[src/rtl/lsu_ctrl_pkg.sv]
// Shared types and constants for the LSU memory controller.
//   state_e : controller FSM states
//   F3_*    : load/store funct3 encodings
//   cause_e : response error cause codes
package lsu_ctrl_pkg;

  typedef enum logic [2:0] {
    StIdle,
    StRdReq,
    StRdWait,
    StWrReq,
    StResp
  } state_e;

  localparam logic [2:0] F3_B  = 3'b000;
  localparam logic [2:0] F3_H  = 3'b001;
  localparam logic [2:0] F3_W  = 3'b010;
  localparam logic [2:0] F3_BU = 3'b100;
  localparam logic [2:0] F3_HU = 3'b101;

  typedef enum logic [1:0] {
    CauseNone       = 2'b00,
    CauseMisaligned = 2'b01,
    CauseIllegal    = 2'b10,
    CauseTimeout    = 2'b11
  } cause_e;

endpackage

[src/rtl/lsu_mem_ctrl_if.sv]
// Bundle of pipeline request/response, data memory and lsu aligner signals around the
// controller. Suffixes are from the controller's point of view.
//   master : controller side (drives *_o, reads *_i)
//   slave  : environment side (pipeline, memory and lsu)
interface lsu_mem_ctrl_if;
  // Pipeline request
  logic        req_valid_i;
  logic        req_ready_o;
  logic        req_is_store_i;
  logic [2:0]  req_funct3_i;
  logic [31:0] req_addr_i;
  logic [31:0] req_wdata_i;
  logic        stall_o;
  // Pipeline response
  logic        rsp_valid_o;
  logic [31:0] rsp_rdata_o;
  logic        rsp_err_o;
  logic [1:0]  rsp_cause_o;
  // Data memory
  logic        mem_req_o;
  logic        mem_we_o;
  logic [31:0] mem_addr_o;
  logic [31:0] mem_wdata_o;
  logic        mem_gnt_i;
  logic        mem_rvalid_i;
  logic [31:0] mem_rdata_i;
  // lsu aligner
  logic [31:0] lsu_load_data_o;
  logic [31:0] lsu_store_data_o;
  logic [2:0]  lsu_funct3_o;
  logic [1:0]  lsu_byte_offset_o;
  logic        lsu_load_or_store_o;
  logic [31:0] lsu_result_i;

  modport master (
    input  req_valid_i, req_is_store_i, req_funct3_i, req_addr_i, req_wdata_i,
    input  mem_gnt_i, mem_rvalid_i, mem_rdata_i, lsu_result_i,
    output req_ready_o, stall_o, rsp_valid_o, rsp_rdata_o, rsp_err_o, rsp_cause_o,
    output mem_req_o, mem_we_o, mem_addr_o, mem_wdata_o,
    output lsu_load_data_o, lsu_store_data_o, lsu_funct3_o, lsu_byte_offset_o,
    output lsu_load_or_store_o
  );

  modport slave (
    output req_valid_i, req_is_store_i, req_funct3_i, req_addr_i, req_wdata_i,
    output mem_gnt_i, mem_rvalid_i, mem_rdata_i, lsu_result_i,
    input  req_ready_o, stall_o, rsp_valid_o, rsp_rdata_o, rsp_err_o, rsp_cause_o,
    input  mem_req_o, mem_we_o, mem_addr_o, mem_wdata_o,
    input  lsu_load_data_o, lsu_store_data_o, lsu_funct3_o, lsu_byte_offset_o,
    input  lsu_load_or_store_o
  );
endinterface

[src/rtl/lsu_access_chk.sv]
// Combinational legality check of a load/store request.
//   is_store_i   : 1 = store
//   funct3_i     : access size/sign encoding
//   offset_i     : addr[1:0]
//   illegal_o    : funct3 not valid for this access type
//   misaligned_o : halfword on odd byte or word not on a word boundary
//   needs_rmw_o  : legal sub-word store (needs read-modify-write)
module lsu_access_chk
  import lsu_ctrl_pkg::*;
(
  input  logic       is_store_i,
  input  logic [2:0] funct3_i,
  input  logic [1:0] offset_i,
  output logic       illegal_o,
  output logic       misaligned_o,
  output logic       needs_rmw_o
);

  always_comb begin
    if (is_store_i) begin
      illegal_o = !(funct3_i inside {F3_B, F3_H, F3_W});
    end else begin
      illegal_o = !(funct3_i inside {F3_B, F3_H, F3_W, F3_BU, F3_HU});
    end

    case (funct3_i)
      F3_H, F3_HU: misaligned_o = offset_i[0];
      F3_W:        misaligned_o = (offset_i != 2'b00);
      default:     misaligned_o = 1'b0;
    endcase

    needs_rmw_o = is_store_i && !illegal_o && (funct3_i inside {F3_B, F3_H});
  end

endmodule

[src/rtl/lsu_mem_ctrl.sv]
// Sequencer between the MEM stage, the external lsu aligner and a handshaked data memory.
// One access at a time; SB/SH are done as read-modify-write, SW as a single write.
//   clk_i, rst_i : clock, asynchronous active-high reset
//   bus          : request/response, memory and lsu signals (master side)
// TIMEOUT bounds the cycles spent in any memory state before aborting with a timeout.
module lsu_mem_ctrl
  import lsu_ctrl_pkg::*;
#(
  parameter int unsigned TIMEOUT = 255
) (
  input logic           clk_i,
  input logic           rst_i,
  lsu_mem_ctrl_if.master bus
);

  localparam int unsigned CntW = $clog2(TIMEOUT + 1);

  state_e            state_q;
  logic              is_store_q;
  logic [2:0]        funct3_q;
  logic [31:0]       addr_q;
  logic [31:0]       wdata_q;
  logic [31:0]       merge_q;
  logic [31:0]       rdata_q;
  logic              err_q;
  cause_e            cause_q;
  logic [CntW-1:0]   cnt_q;

  logic illegal, misaligned, needs_rmw, timeout;

  lsu_access_chk u_chk (
    .is_store_i   (bus.req_is_store_i),
    .funct3_i     (bus.req_funct3_i),
    .offset_i     (bus.req_addr_i[1:0]),
    .illegal_o    (illegal),
    .misaligned_o (misaligned),
    .needs_rmw_o  (needs_rmw)
  );

  // Last cycle allowed in a memory state; a handshake in this cycle still wins.
  assign timeout = (cnt_q == CntW'(TIMEOUT - 1));

  always_ff @(posedge clk_i or posedge rst_i) begin
    if (rst_i) begin
      state_q    <= StIdle;
      is_store_q <= 1'b0;
      funct3_q   <= '0;
      addr_q     <= '0;
      wdata_q    <= '0;
      merge_q    <= '0;
      rdata_q    <= '0;
      err_q      <= 1'b0;
      cause_q    <= CauseNone;
      cnt_q      <= '0;
    end else begin
      case (state_q)
        StIdle: begin
          if (bus.req_valid_i) begin
            is_store_q <= bus.req_is_store_i;
            funct3_q   <= bus.req_funct3_i;
            addr_q     <= bus.req_addr_i;
            wdata_q    <= bus.req_wdata_i;
            rdata_q    <= '0;
            err_q      <= 1'b0;
            cause_q    <= CauseNone;
            cnt_q      <= '0;
            if (illegal) begin
              err_q   <= 1'b1;
              cause_q <= CauseIllegal;
              state_q <= StResp;
            end else if (misaligned) begin
              err_q   <= 1'b1;
              cause_q <= CauseMisaligned;
              state_q <= StResp;
            end else if (bus.req_is_store_i && !needs_rmw) begin
              state_q <= StWrReq;
            end else begin
              state_q <= StRdReq;
            end
          end
        end
        StRdReq: begin
          if (bus.mem_gnt_i) begin
            cnt_q   <= '0;
            state_q <= StRdWait;
          end else if (timeout) begin
            cnt_q   <= '0;
            err_q   <= 1'b1;
            cause_q <= CauseTimeout;
            state_q <= StResp;
          end else begin
            cnt_q <= cnt_q + 1'b1;
          end
        end
        StRdWait: begin
          if (bus.mem_rvalid_i) begin
            cnt_q <= '0;
            if (is_store_q) begin
              merge_q <= bus.mem_rdata_i;
              state_q <= StWrReq;
            end else begin
              rdata_q <= bus.lsu_result_i;
              state_q <= StResp;
            end
          end else if (timeout) begin
            cnt_q   <= '0;
            err_q   <= 1'b1;
            cause_q <= CauseTimeout;
            state_q <= StResp;
          end else begin
            cnt_q <= cnt_q + 1'b1;
          end
        end
        StWrReq: begin
          if (bus.mem_gnt_i) begin
            cnt_q   <= '0;
            state_q <= StResp;
          end else if (timeout) begin
            cnt_q   <= '0;
            err_q   <= 1'b1;
            cause_q <= CauseTimeout;
            state_q <= StResp;
          end else begin
            cnt_q <= cnt_q + 1'b1;
          end
        end
        StResp: begin
          cnt_q   <= '0;
          state_q <= StIdle;
        end
        default: state_q <= StIdle;
      endcase
    end
  end

  // Outputs decode the registered state only, except stall (needs same-cycle req_valid)
  // and the lsu/memory data paths.
  always_comb begin
    bus.req_ready_o         = (state_q == StIdle);
    bus.stall_o             = ((state_q == StIdle) && bus.req_valid_i) ||
                              (state_q inside {StRdReq, StRdWait, StWrReq});
    bus.rsp_valid_o         = (state_q == StResp);
    bus.rsp_rdata_o         = rdata_q;
    bus.rsp_err_o           = err_q;
    bus.rsp_cause_o         = cause_q;
    bus.mem_req_o           = (state_q inside {StRdReq, StWrReq});
    bus.mem_we_o            = (state_q == StWrReq);
    bus.mem_addr_o          = {addr_q[31:2], 2'b00};
    bus.mem_wdata_o         = (state_q == StWrReq) ? bus.lsu_result_i : '0;
    bus.lsu_load_data_o     = (state_q == StRdWait) ? bus.mem_rdata_i : merge_q;
    bus.lsu_store_data_o    = wdata_q;
    bus.lsu_funct3_o        = funct3_q;
    bus.lsu_byte_offset_o   = addr_q[1:0];
    bus.lsu_load_or_store_o = is_store_q;
  end

endmodule
[src/flat_wrapper.sv]
// flat-port wrapper written by rule: the top's interface ports become plain ports
module lsu_mem_ctrl_flat import lsu_ctrl_pkg::*;
#(
  parameter int unsigned TIMEOUT = 255
)
  (clk_i, rst_i, bus_req_valid_i, bus_req_is_store_i, bus_req_funct3_i, bus_req_addr_i, bus_req_wdata_i, bus_mem_gnt_i, bus_mem_rvalid_i, bus_mem_rdata_i, bus_lsu_result_i, bus_req_ready_o, bus_stall_o, bus_rsp_valid_o, bus_rsp_rdata_o, bus_rsp_err_o, bus_rsp_cause_o, bus_mem_req_o, bus_mem_we_o, bus_mem_addr_o, bus_mem_wdata_o, bus_lsu_load_data_o, bus_lsu_store_data_o, bus_lsu_funct3_o, bus_lsu_byte_offset_o, bus_lsu_load_or_store_o);
  lsu_mem_ctrl_if bus_i ();
  input logic clk_i;
  input logic rst_i;
  input wire logic [$bits(bus_i.req_valid_i)-1:0] bus_req_valid_i;
  input wire logic [$bits(bus_i.req_is_store_i)-1:0] bus_req_is_store_i;
  input wire logic [$bits(bus_i.req_funct3_i)-1:0] bus_req_funct3_i;
  input wire logic [$bits(bus_i.req_addr_i)-1:0] bus_req_addr_i;
  input wire logic [$bits(bus_i.req_wdata_i)-1:0] bus_req_wdata_i;
  input wire logic [$bits(bus_i.mem_gnt_i)-1:0] bus_mem_gnt_i;
  input wire logic [$bits(bus_i.mem_rvalid_i)-1:0] bus_mem_rvalid_i;
  input wire logic [$bits(bus_i.mem_rdata_i)-1:0] bus_mem_rdata_i;
  input wire logic [$bits(bus_i.lsu_result_i)-1:0] bus_lsu_result_i;
  output wire logic [$bits(bus_i.req_ready_o)-1:0] bus_req_ready_o;
  output wire logic [$bits(bus_i.stall_o)-1:0] bus_stall_o;
  output wire logic [$bits(bus_i.rsp_valid_o)-1:0] bus_rsp_valid_o;
  output wire logic [$bits(bus_i.rsp_rdata_o)-1:0] bus_rsp_rdata_o;
  output wire logic [$bits(bus_i.rsp_err_o)-1:0] bus_rsp_err_o;
  output wire logic [$bits(bus_i.rsp_cause_o)-1:0] bus_rsp_cause_o;
  output wire logic [$bits(bus_i.mem_req_o)-1:0] bus_mem_req_o;
  output wire logic [$bits(bus_i.mem_we_o)-1:0] bus_mem_we_o;
  output wire logic [$bits(bus_i.mem_addr_o)-1:0] bus_mem_addr_o;
  output wire logic [$bits(bus_i.mem_wdata_o)-1:0] bus_mem_wdata_o;
  output wire logic [$bits(bus_i.lsu_load_data_o)-1:0] bus_lsu_load_data_o;
  output wire logic [$bits(bus_i.lsu_store_data_o)-1:0] bus_lsu_store_data_o;
  output wire logic [$bits(bus_i.lsu_funct3_o)-1:0] bus_lsu_funct3_o;
  output wire logic [$bits(bus_i.lsu_byte_offset_o)-1:0] bus_lsu_byte_offset_o;
  output wire logic [$bits(bus_i.lsu_load_or_store_o)-1:0] bus_lsu_load_or_store_o;
  assign bus_i.req_valid_i = bus_req_valid_i;
  assign bus_i.req_is_store_i = bus_req_is_store_i;
  assign bus_i.req_funct3_i = bus_req_funct3_i;
  assign bus_i.req_addr_i = bus_req_addr_i;
  assign bus_i.req_wdata_i = bus_req_wdata_i;
  assign bus_i.mem_gnt_i = bus_mem_gnt_i;
  assign bus_i.mem_rvalid_i = bus_mem_rvalid_i;
  assign bus_i.mem_rdata_i = bus_mem_rdata_i;
  assign bus_i.lsu_result_i = bus_lsu_result_i;
  assign bus_req_ready_o = bus_i.req_ready_o;
  assign bus_stall_o = bus_i.stall_o;
  assign bus_rsp_valid_o = bus_i.rsp_valid_o;
  assign bus_rsp_rdata_o = bus_i.rsp_rdata_o;
  assign bus_rsp_err_o = bus_i.rsp_err_o;
  assign bus_rsp_cause_o = bus_i.rsp_cause_o;
  assign bus_mem_req_o = bus_i.mem_req_o;
  assign bus_mem_we_o = bus_i.mem_we_o;
  assign bus_mem_addr_o = bus_i.mem_addr_o;
  assign bus_mem_wdata_o = bus_i.mem_wdata_o;
  assign bus_lsu_load_data_o = bus_i.lsu_load_data_o;
  assign bus_lsu_store_data_o = bus_i.lsu_store_data_o;
  assign bus_lsu_funct3_o = bus_i.lsu_funct3_o;
  assign bus_lsu_byte_offset_o = bus_i.lsu_byte_offset_o;
  assign bus_lsu_load_or_store_o = bus_i.lsu_load_or_store_o;
  lsu_mem_ctrl #(.TIMEOUT(TIMEOUT)) u_core (.clk_i(clk_i), .rst_i(rst_i), .bus(bus_i));
endmodule
[config.mk]
export PLATFORM = sky130hd
export DESIGN_NAME = lsu_mem_ctrl_flat
export DESIGN_NICKNAME = d
export VERILOG_FILES = /design/src/rtl/lsu_ctrl_pkg.sv /design/src/rtl/lsu_mem_ctrl_if.sv /design/src/rtl/lsu_access_chk.sv /design/src/rtl/lsu_mem_ctrl.sv /design/src/flat_wrapper.sv
export SDC_FILE = /design/constraint.sdc
export NUM_CORES = 1
export LEC_CHECK = 0
export ABC_CLOCK_PERIOD_IN_PS = 4800
export CAP_MARGIN = 25
export CORE_ASPECT_RATIO = 0.9
export CORE_UTILIZATION = 37
export DETAILED_ROUTE_END_ITERATION = 7
export GPL_ROUTABILITY_DRIVEN = 0
export GPL_TIMING_DRIVEN = 0
export PLACE_DENSITY = 0.82
export SLEW_MARGIN = 20
export SYNTH_ARGS = -nofsm -noshare
export SYNTH_HDL_FRONTEND = slang
export SYNTH_SLANG_ARGS = --single-unit
[constraint.sdc]
create_clock -name clk_i -period 4.8 [get_ports clk_i]
set_input_delay 0.96 -clock clk_i [delete_from_list [all_inputs] [get_ports clk_i]]
set_output_delay 0.96 -clock clk_i [all_outputs]
set_load 0.01 [all_outputs]
After elaboration in Yosys (flattened, before gate mapping)

Cells that the tools add are included.

Register bits after elaboration: 146
Input port bits: 137
Output and inout port bits: 174
Logic and storage cells: 89

$add $sub $neg: 1
Equal/unequal tests: 14
Muxes and demuxes: 37
Reduce and logical (&&, ||, !) cells: 27

Operators by type and width:

| cell                                                | number |
|---|---|
| 2-to-1 mux 32 bit                                   | 5 |
| one-hot mux 32 bit (2 select lines)                 | 1 |
| 2-to-1 mux 8 bit                                    | 4 |
| one-hot mux 8 bit (4 select lines)                  | 1 |
| 2-to-1 mux 3 bit                                    | 8 |
| 2-to-1 mux 2 bit                                    | 6 |
| one-hot mux 3 bit (4 select lines)                  | 1 |
| != test 2 bit, second input constant                | 5 |
| equality test 3 x 2 -> 1 bit, second input constant | 3 |
| equality test 3 bit, second input constant          | 3 |
| nonzero test 3 bit                                  | 3 |
| adder 8 x 1 -> 8 bit, second input constant         | 1 |
| equality test 8 bit, second input constant          | 1 |
| 2-to-1 mux 1 bit                                    | 8 |
| AND reduction 4 bit                                 | 2 |
| nonzero test 2 bit                                  | 4 |
| equality test 3 x 1 -> 1 bit, second input constant | 2 |
| logical NOT 3 bit                                   | 2 |
| one-hot mux 2 bit (3 select lines)                  | 1 |
| nonzero test 5 bit                                  | 1 |
| logical AND 1 bit                                   | 4 |
| logical NOT 1 bit                                   | 4 |
| AND reduction 2 bit                                 | 2 |
| nonzero test 4 bit                                  | 1 |
| other kinds (5)                                     | 6 |

Logic depth before layout (Yosys ltp)

Gate-level depths: netlist of the first run.

Word-level depth: 14
Gate-level depth with buffers: 8
Mapped depth without buffers: 6

By module

Synthesis of the first run repeated with hierarchy kept, for this count alone.

Cell total of the unflattened synthesis: 612
Area, all modules: 6427.4 um2

By module, submodules not included:

| module         | times used | cells each | area an instance (um2) | sequential area each (um2) |
|---|---|---|---|---|
| lsu_mem_ctrl   | 1          | 604        | 6369.9                 | 3653.5 |
| lsu_access_chk | 1          | 8          | 57.6                   | 0.0 |

Worst setup path before layout of the first run

No wires, ideal clock.

Kind: reg-to-output
Start: reg u_core.state_q[0]
End: out bus_lsu_load_data_o[10]
Arrival: 1515 ps
Data required time: 3840 ps
Setup slack: 2325 ps
Stages on the path, launching flop included: 7
Buffers on the path: 3
Cell sequence: dfrtp_1 > buf_6 > clkbuf_1 > nor3_1 > clkbuf_1 > nand2_1 > nand2_1

Word-level cells in the longest chain between the ends: 2

RTL lines:

| item                         | line                | RTL |
|---|---|---|
| start: declaration           | lsu_mem_ctrl.sv:18  | `state_e state_q;` |
| start signal: assignment     | lsu_mem_ctrl.sv:45  | `state_q <= StIdle;` |
| start signal: assignment     | lsu_mem_ctrl.sv:70  | `state_q <= StResp;` |
| start signal: assignment     | lsu_mem_ctrl.sv:74  | `state_q <= StResp;` |
| equality test 3 x 2 -> 1 bit | lsu_mem_ctrl.sv:150 | `bus.lsu_load_data_o = (state_q == StRdWait) ? bus.mem_rdata_i : merge_q;` |
| 2-to-1 mux 32 bit            | lsu_mem_ctrl.sv:150 |  |
| end: declaration             | flat_wrapper.sv:29  | `output wire logic [$bits(bus_i.lsu_load_data_o)-1:0] bus_lsu_load_data_o;` |

Every way passes these cells.

Worst setup path in the final report of the first run

Start: reg u_core.state_q[0]
End: out bus_lsu_load_data_o[23]

Same word-level chain as after synthesis.

==> flow_summary_export.csv, run 1 <==
group,metric,value,unit
grt,grt.busiest_layer,"met2",
finish,fillCellCount,1376,
finish,antennaDiodeCount,0,
yosys,synth.top_cells.by_count,"dfrtp_1, mux2_2, nand2_1",
yosys,synth_area_per_cell,12.1,um^2
critical_path,start_kind,"flip-flop",
clock_network,ctsHoldBuffers,0,
clock_network,cts_max_path_buffers,2,
finish,syn2layout_area_growth,62.0,%
finish,fin_nets,1013,
run_status,run_status,"finished clean",
power_and_ir_drop,peakVddDrop,0.338,mV
yosys,ys_seq_area_share,55.7,%
critical_path,critPathKind,"reg2out",
clock_network,postCtsResizedCells,0,
grt,grt_pass1_wl,30.0,mm
grt,gr-total-overflow,0,
finish,drive_gt1_share,19.2,%
sta,finalSetupViolCount,0,
grt,antenna_found_initial,0,
clock_network,clk-insertion-delay-late,420,ps
placement,dp_hpwl,14.9,mm
yosys,syn_area,6560,um^2
power_and_ir_drop,p_per_area,528,nW/um^2
yosys,yosys_warnings,0,
clock_network,htree_levels,4,
sta,hold_viol_final,0,
grt,met2_usage,36.6,%
floorplanning,die_h,128,um
routing,viasPerCell,4.81,
routing,drtIter0Drc,188,
routing,drc_errors,0,
yosys,synth.area.top_cells,"dfrtp_1, mux2_2, nand2_1",
routing,drtPass1Iterations,5,
placement,portBuffers,308,
yosys,synth-edff-count,0,
routing,via_count,5399,
sta,setup_tns,0,ps
yosys,syn_inst,541,
sta,fin_skew,10.3,ps
grt,grtUsageTotal,21.6,%
routing,ant_nets,0,
clock_network,cts_buffers,17,
worst_hold_path,hold_depth,1,
floorplanning,num_rows,45,
sta,worstMarginPinSlew,950,ps
critical_path,worstPathRequired,3840,ps
sta,fmax,249,MHz
finish,fin_util,62.1,%
job,cap_violations,0,
critical_path,r2r_cells,6,
placement,placed_cells,1090,
sta,post-route-period-util,83.6,%
sta,slew_headroom,36.5,%
yosys,ys.flop_type,"dfrtp_1",
floorplanning,initial_utilization,38.3,%
clock_network,cts_tree,"built",
yosys,yosys.cell_types.count,50,
floorplanning,core,17100,um^2
yosys,ys_ff_latch,146,
critical_path,crit_arrival,3050,ps
sta,whs,502,ps
yosys,synthArstFlopShare,100,%
finish,finalNonFillerCells,1122,
sta,rsz0062_at_grt,"no",
critical_path,end_kind,"output port",
floorplanning,io_pins,311,
grt,grt_max_degree,35,
clock_network,cts_root_buf,"clkbuf_16",
power_and_ir_drop,total_power,0.00562,W
floorplanning,die_w,142,um
routing,drt-total-wl,19.5,mm
clock_network,post_cts_buffers,0,
floorplanning,dieArea,18300,um^2
worst_hold_path,hold_class,"reg2reg",
grt,grtUsageMet1,25.7,%
yosys,yosys.cell_count.top_type,"dfrtp_1",
yosys,synth_top_area_share,55.7,%
grt,first_global_vias,5454,
power_and_ir_drop,p_leak,4.68,nW
sta,layout_min_cycle_time,4010,ps
yosys,yosysTopAreaCell,"dfrtp_1",
grt,met3_usage,7.28,%
clock_network,path_clk_slew,70,ps
critical_path,crit_fanout,10,
sta,slew_violations,0,
clock_network,numClockSinks,146,
routing,wl_per_cell,17.3,um
## final cells by class
cell class                      count  area [um^2]  area share [%]
Sequential cell                   146         3650            34.4
Timing Repair Buffer              313         3180            29.9
Clock inverter                     14          145            1.37
Multi-Input combinational cell    352         2590            24.4
Tap cell                          235          294            2.77
Buffer                             38          299            2.81
Clock buffer                       18          439            4.13
Inverter                            6         26.3           0.247
## critical path, stage by stage, from the launching register on
cell and delay (ps):
dfrtp_1 370, buf_6 140, clkbuf_1 200, nor3_1 690, clkbuf_1 440, nand2_1 100
nand2_1 130, clkdlybuf4s50_1 570
## routing by layer
metal | vias up | wire, um
met3 | 19 | 1620
li1 | 2562 | -
met1 | 2619 | 7920
met5 | - | 0
met4 | 0 | 316
met2 | 199 | 9600
## placed cells by master, fill, tap and decap left out, types with 2 or more instances in the layout
cell	n
clkdlybuf4s50_1	308
dfrtp_1	146
mux2_2	101
nand2_1	99
a22o_1	32
and3_1	32
clkbuf_16	17
clkbuf_1	15
nor2_1	13
buf_6	10
buf_12	8
nand3_1	7
a21oi_1	6
nor3_1	6
buf_2	5
inv_1	5
xnor2_1	5
inv_6	5
buf_4	4
nand4_1	4
clkinvlp_4	4
nor2b_1	3
nor4_1	3
o21ai_0	3
a31oi_1	3
nand2b_1	3
clkinv_4	3
and2_1	2
nand3b_1	2
o31ai_1	2
ha_1	2
conb_1	2
inv_8	2
## power breakdown
| part | total [W] | internal (W) | leakage, nW | switching (W) |
|---|---|---|---|---|
| Sequential | 0.00187 | 0.00165 | 1.85 | 0.000221 |
| Clock | 0.00132 | 0.000745 | 0.278 | 0.000572 |
| Combinational | 0.00243 | 0.00142 | 2.55 | 0.00101 |
## path summary, 6_finish.rpt
path	startpoint	to	slack, ps
max in group asynchronous	rst_i	u_core.addr_q[21]$_DFFE_PP0P_	3010
max	u_core.state_q[0]$_DFFE_PP0N_	bus_lsu_load_data_o[23]	790
min	u_core.bus.rsp_rdata_o[9]$_DFFE_PP0P_	u_core.bus.rsp_rdata_o[9]$_DFFE_PP0P_	500
min in group asynchronous	rst_i	u_core.bus.lsu_store_data_o[28]$_DFFE_PP0P_	750
min reg2reg	u_core.bus.rsp_rdata_o[9]$_DFFE_PP0P_	u_core.bus.rsp_rdata_o[9]$_DFFE_PP0P_	500
max reg2reg	u_core.state_q[2]$_DFFE_PP0N_	u_core.bus.lsu_store_data_o[18]$_DFFE_PP0P_	2780
## cells by family after synthesis
group / after synthesis / synth area share (%)
AO/OA/AOI/OAI: 56 / 7.06
XOR/XNOR: 5 / 0.668
adder cells (fa/ha/maj): 2 / 0.381
buffers and inverters: 44 / 4.90
flip-flops: 146 / 55.7
multiplexers: 101 / 17.3
other: 1 / 0.0572
AND/OR/NAND/NOR: 186 / 13.9
## through the flow
| step | cell area (um^2) | setup WS, ps |
|---|---|---|
| 3_5_place_dp | 10000 | 1240 |
| 4_1_cts | 10600 | 763 |
| 5_1_grt | 10600 | 528 |
| 3_3_place_gp | 9940 | 663 |
| 2_1_floorplan | 6570 | 2010 |
| 6_report | 10600 | 789 |
## registers in the layout (all words and copies together), names as in the netlist
name                            cells
u_core.bus.lsu_load_or_store_o      1
u_core.cnt_q                        8
u_core.addr_q                      32
u_core.bus.rsp_err_o                1
u_core.bus.lsu_funct3_o             3
u_core.bus.lsu_store_data_o        32
u_core.merge_q                     32
u_core.bus.rsp_cause_o              2
u_core.state_q                      3
u_core.bus.rsp_rdata_o             32
Note: power is estimated with default switching activity, not from simulation.
==> inputs of run 2 (changes only) <==
- ABC_CLOCK_PERIOD_IN_PS: 4800 -> 4100
- CORE_UTILIZATION: 37 -> 41
- PLACE_DENSITY: 0.82 -> 0.85
- clock period: 4.8 -> 4.1 ns (I/O delays scaled with it)
==> run 2 against run 1 <==
Sequential share of layout area up 0.057 points. Combinational power up 17%. Highest routed layer unchanged. First-iteration DRC count up 50%. Final area down 0.16%. Worst setup slack worse by 410 ps. Sequential power up 18%.
==> flow_summary_export.csv, run 2 (synthesized netlist as in run 1, its figures left out) <==
group,metric,value,unit
sta,fin_skew,14.5,ps
floorplanning,initial_utilization,42.2,%
placement,placed_cells,1056,
sta,finalSetupViolCount,0,
sta,post-route-period-util,90.9,%
routing,ant_nets,0,
critical_path,r2r_cells,6,
job,cap_violations,0,
clock_network,htree_levels,4,
clock_network,postCtsResizedCells,0,
sta,slew_violations,0,
clock_network,cts_max_path_buffers,2,
grt,grtUsageMet1,28.8,%
critical_path,start_kind,"flip-flop",
critical_path,crit_fanout,10,
sta,setup_tns,0,ps
floorplanning,core,15500,um^2
finish,final_cell_mix,"clkdlybuf4s50_1, dfrtp_1, mux2_2",
clock_network,numClockSinks,146,
power_and_ir_drop,combPwrFrac,42.6,%
finish,fin_nets,1012,
power_and_ir_drop,pwr-share-seq,32.9,%
routing,drc_errors,0,
critical_path,worstPathRequired,3280,ps
grt,met2_usage,42.5,%
power_and_ir_drop,peakVddDrop,0.392,mV
finish,fin_util,68.2,%
clock_network,post_cts_buffers,0,
grt,grt_pass1_wl,29.8,mm
critical_path,regToRegSetupSlack,2030,ps
clock_network,ctsHoldBuffers,0,
grt,gr-total-overflow,0,
placement,dp_hpwl,15.0,mm
grt,met3_usage,6.12,%
critical_path,r2r_start,"u_core.state_q[2]$_DFFE_PP0N_",
clock_network,cts_buffers,17,
power_and_ir_drop,p_per_area,630,nW/um^2
floorplanning,io_pins,311,
finish,finalNonFillerCells,1090,
critical_path,crit_start,"u_core.state_q[2]$_DFFE_PP0N_",
routing,via_count,5493,
routing,drt-total-wl,19.6,mm
sta,hold_viol_final,0,
routing,viasPerCell,5.04,
routing,wl_per_cell,18.0,um
clock_network,clk-insertion-delay-late,420,ps
run_status,run_status,"finished clean",
power_and_ir_drop,power.internal,0.00459,W
finish,drive_gt1_share,19.0,%
grt,grt.busiest_layer,"met2",
worst_hold_path,hold_class,"reg2reg",
finish,syn2layout_area_growth,61.8,%
grt,grt_max_degree,35,
sta,fmax,268,MHz
power_and_ir_drop,clockPowerShare,24.5,%
clock_network,cts_root_buf,"clkbuf_16",
sta,slew_headroom,42.4,%
floorplanning,dieArea,16500,um^2
floorplanning,num_rows,43,
finish,layout_commonest_cell,"clkdlybuf4s50_1",
critical_path,crit_end,"bus_mem_wdata_o[22]",
routing,drtPass1Iterations,5,
grt,first_global_vias,5393,
placement,portBuffers,308,
critical_path,regToRegEndpoint,"u_core.bus.lsu_store_data_o[15]$_DFFE_PP0P_",
critical_path,end_kind,"output port",
sta,worstMarginPinSlew,862,ps
critical_path,critPathKind,"reg2out",
floorplanning,die_h,122,um
routing,drtIter0Drc,282,
power_and_ir_drop,p_sw_share,31.3,%
clock_network,path_clk_slew,60,ps
power_and_ir_drop,switchingPower,0.00209,W
grt,antenna_found_initial,2,
sta,layout_min_cycle_time,3730,ps
grt,grtUsageTotal,24.2,%
sta,rsz0062_at_grt,"no",
critical_path,crit_arrival,2910,ps
power_and_ir_drop,p_leak,4.69,nW
clock_network,cts_tree,"built",
floorplanning,die_w,135,um
-- run 2: cell count changes in the layout (fill, tap and decap cells not counted), sizes merged --
cell      delta
inv          -2
clkinvlp     -1
buf          -1
diode        +2
bufinv       +2
clkbuf       +2
clkinv       -1
-- run 2: through the flow --
stage | cell area [um^2] | worst slack [ps] | hold slack (ps) | power [W]
2_1_floorplan | 6570 | 1450 | 479 | 0.00354
3_3_place_gp | 9900 | 120 | 482 | 0.00498
3_5_place_dp | 9980 | 805 | 491 | 0.00507
4_1_cts | 10600 | 351 | 505 | 0.00673
5_1_grt | 10600 | 122 | 511 | 0.00701
6_report | 10600 | 374 | 502 | 0.00669
-- run 2: cell type report --
| class | count | area [um^2] |
|---|---|---|
| Buffer | 38 | 299 |
| Fill cell | 1145 | 4940 |
| Timing Repair Buffer | 312 | 3160 |
| Tap cell | 202 | 253 |
| Clock inverter | 12 | 166 |
| Inverter | 6 | 26.3 |
| Clock buffer | 20 | 457 |
| Multi-Input combinational cell | 352 | 2590 |
| Sequential cell | 146 | 3650 |
| Antenna cell | 2 | 5.00 |
-- run 2: how the worst min path moves through the flow --
stage	cells past startpoint	start	end	slack (ps)
floorplan	1	u_core.merge_q[0]$_DFFE_PP0P_	u_core.merge_q[0]$_DFFE_PP0P_	480
global placement	1	u_core.bus.rsp_cause_o[1]$_DFFE_PP0P_	u_core.bus.rsp_cause_o[1]$_DFFE_PP0P_	480
detailed placement	1	u_core.bus.rsp_rdata_o[28]$_DFFE_PP0P_	u_core.bus.rsp_rdata_o[28]$_DFFE_PP0P_	490
CTS	1	u_core.bus.lsu_funct3_o[0]$_DFFE_PP0P_	u_core.bus.lsu_funct3_o[0]$_DFFE_PP0P_	500
global route	1	u_core.merge_q[26]$_DFFE_PP0P_	u_core.merge_q[26]$_DFFE_PP0P_	510
finish	1	u_core.bus.lsu_funct3_o[0]$_DFFE_PP0P_	u_core.bus.lsu_funct3_o[0]$_DFFE_PP0P_	500
-- run 2: worst max-delay path, stage by stage (launching register included) --
cell	delay [ps]
dfrtp_1	410
buf_2	210
nor2b_1	690
clkbuf_1	380
and3_1	210
clkdlybuf4s50_1	570
-- run 2: metal layers --
layer | part of all wire, % | routed length (um)
met4 | 1.3 | 253
met2 | 53 | 10300
met1 | 40 | 7790
met5 | 0 | 0
met3 | 6.6 | 1290
-- run 2: power by group through the flow --
stage / Combinational (W) / Sequential [W] / Clock [W]
final: 0.00285 / 0.00220 / 0.00164
after global placement: 0.00280 / 0.00219 / 0
after floorplan: 0.00116 / 0.00237 / 0
after global routing: 0.00303 / 0.00226 / 0.00172
after CTS: 0.00287 / 0.00220 / 0.00166
after detailed placement: 0.00285 / 0.00222 / 0
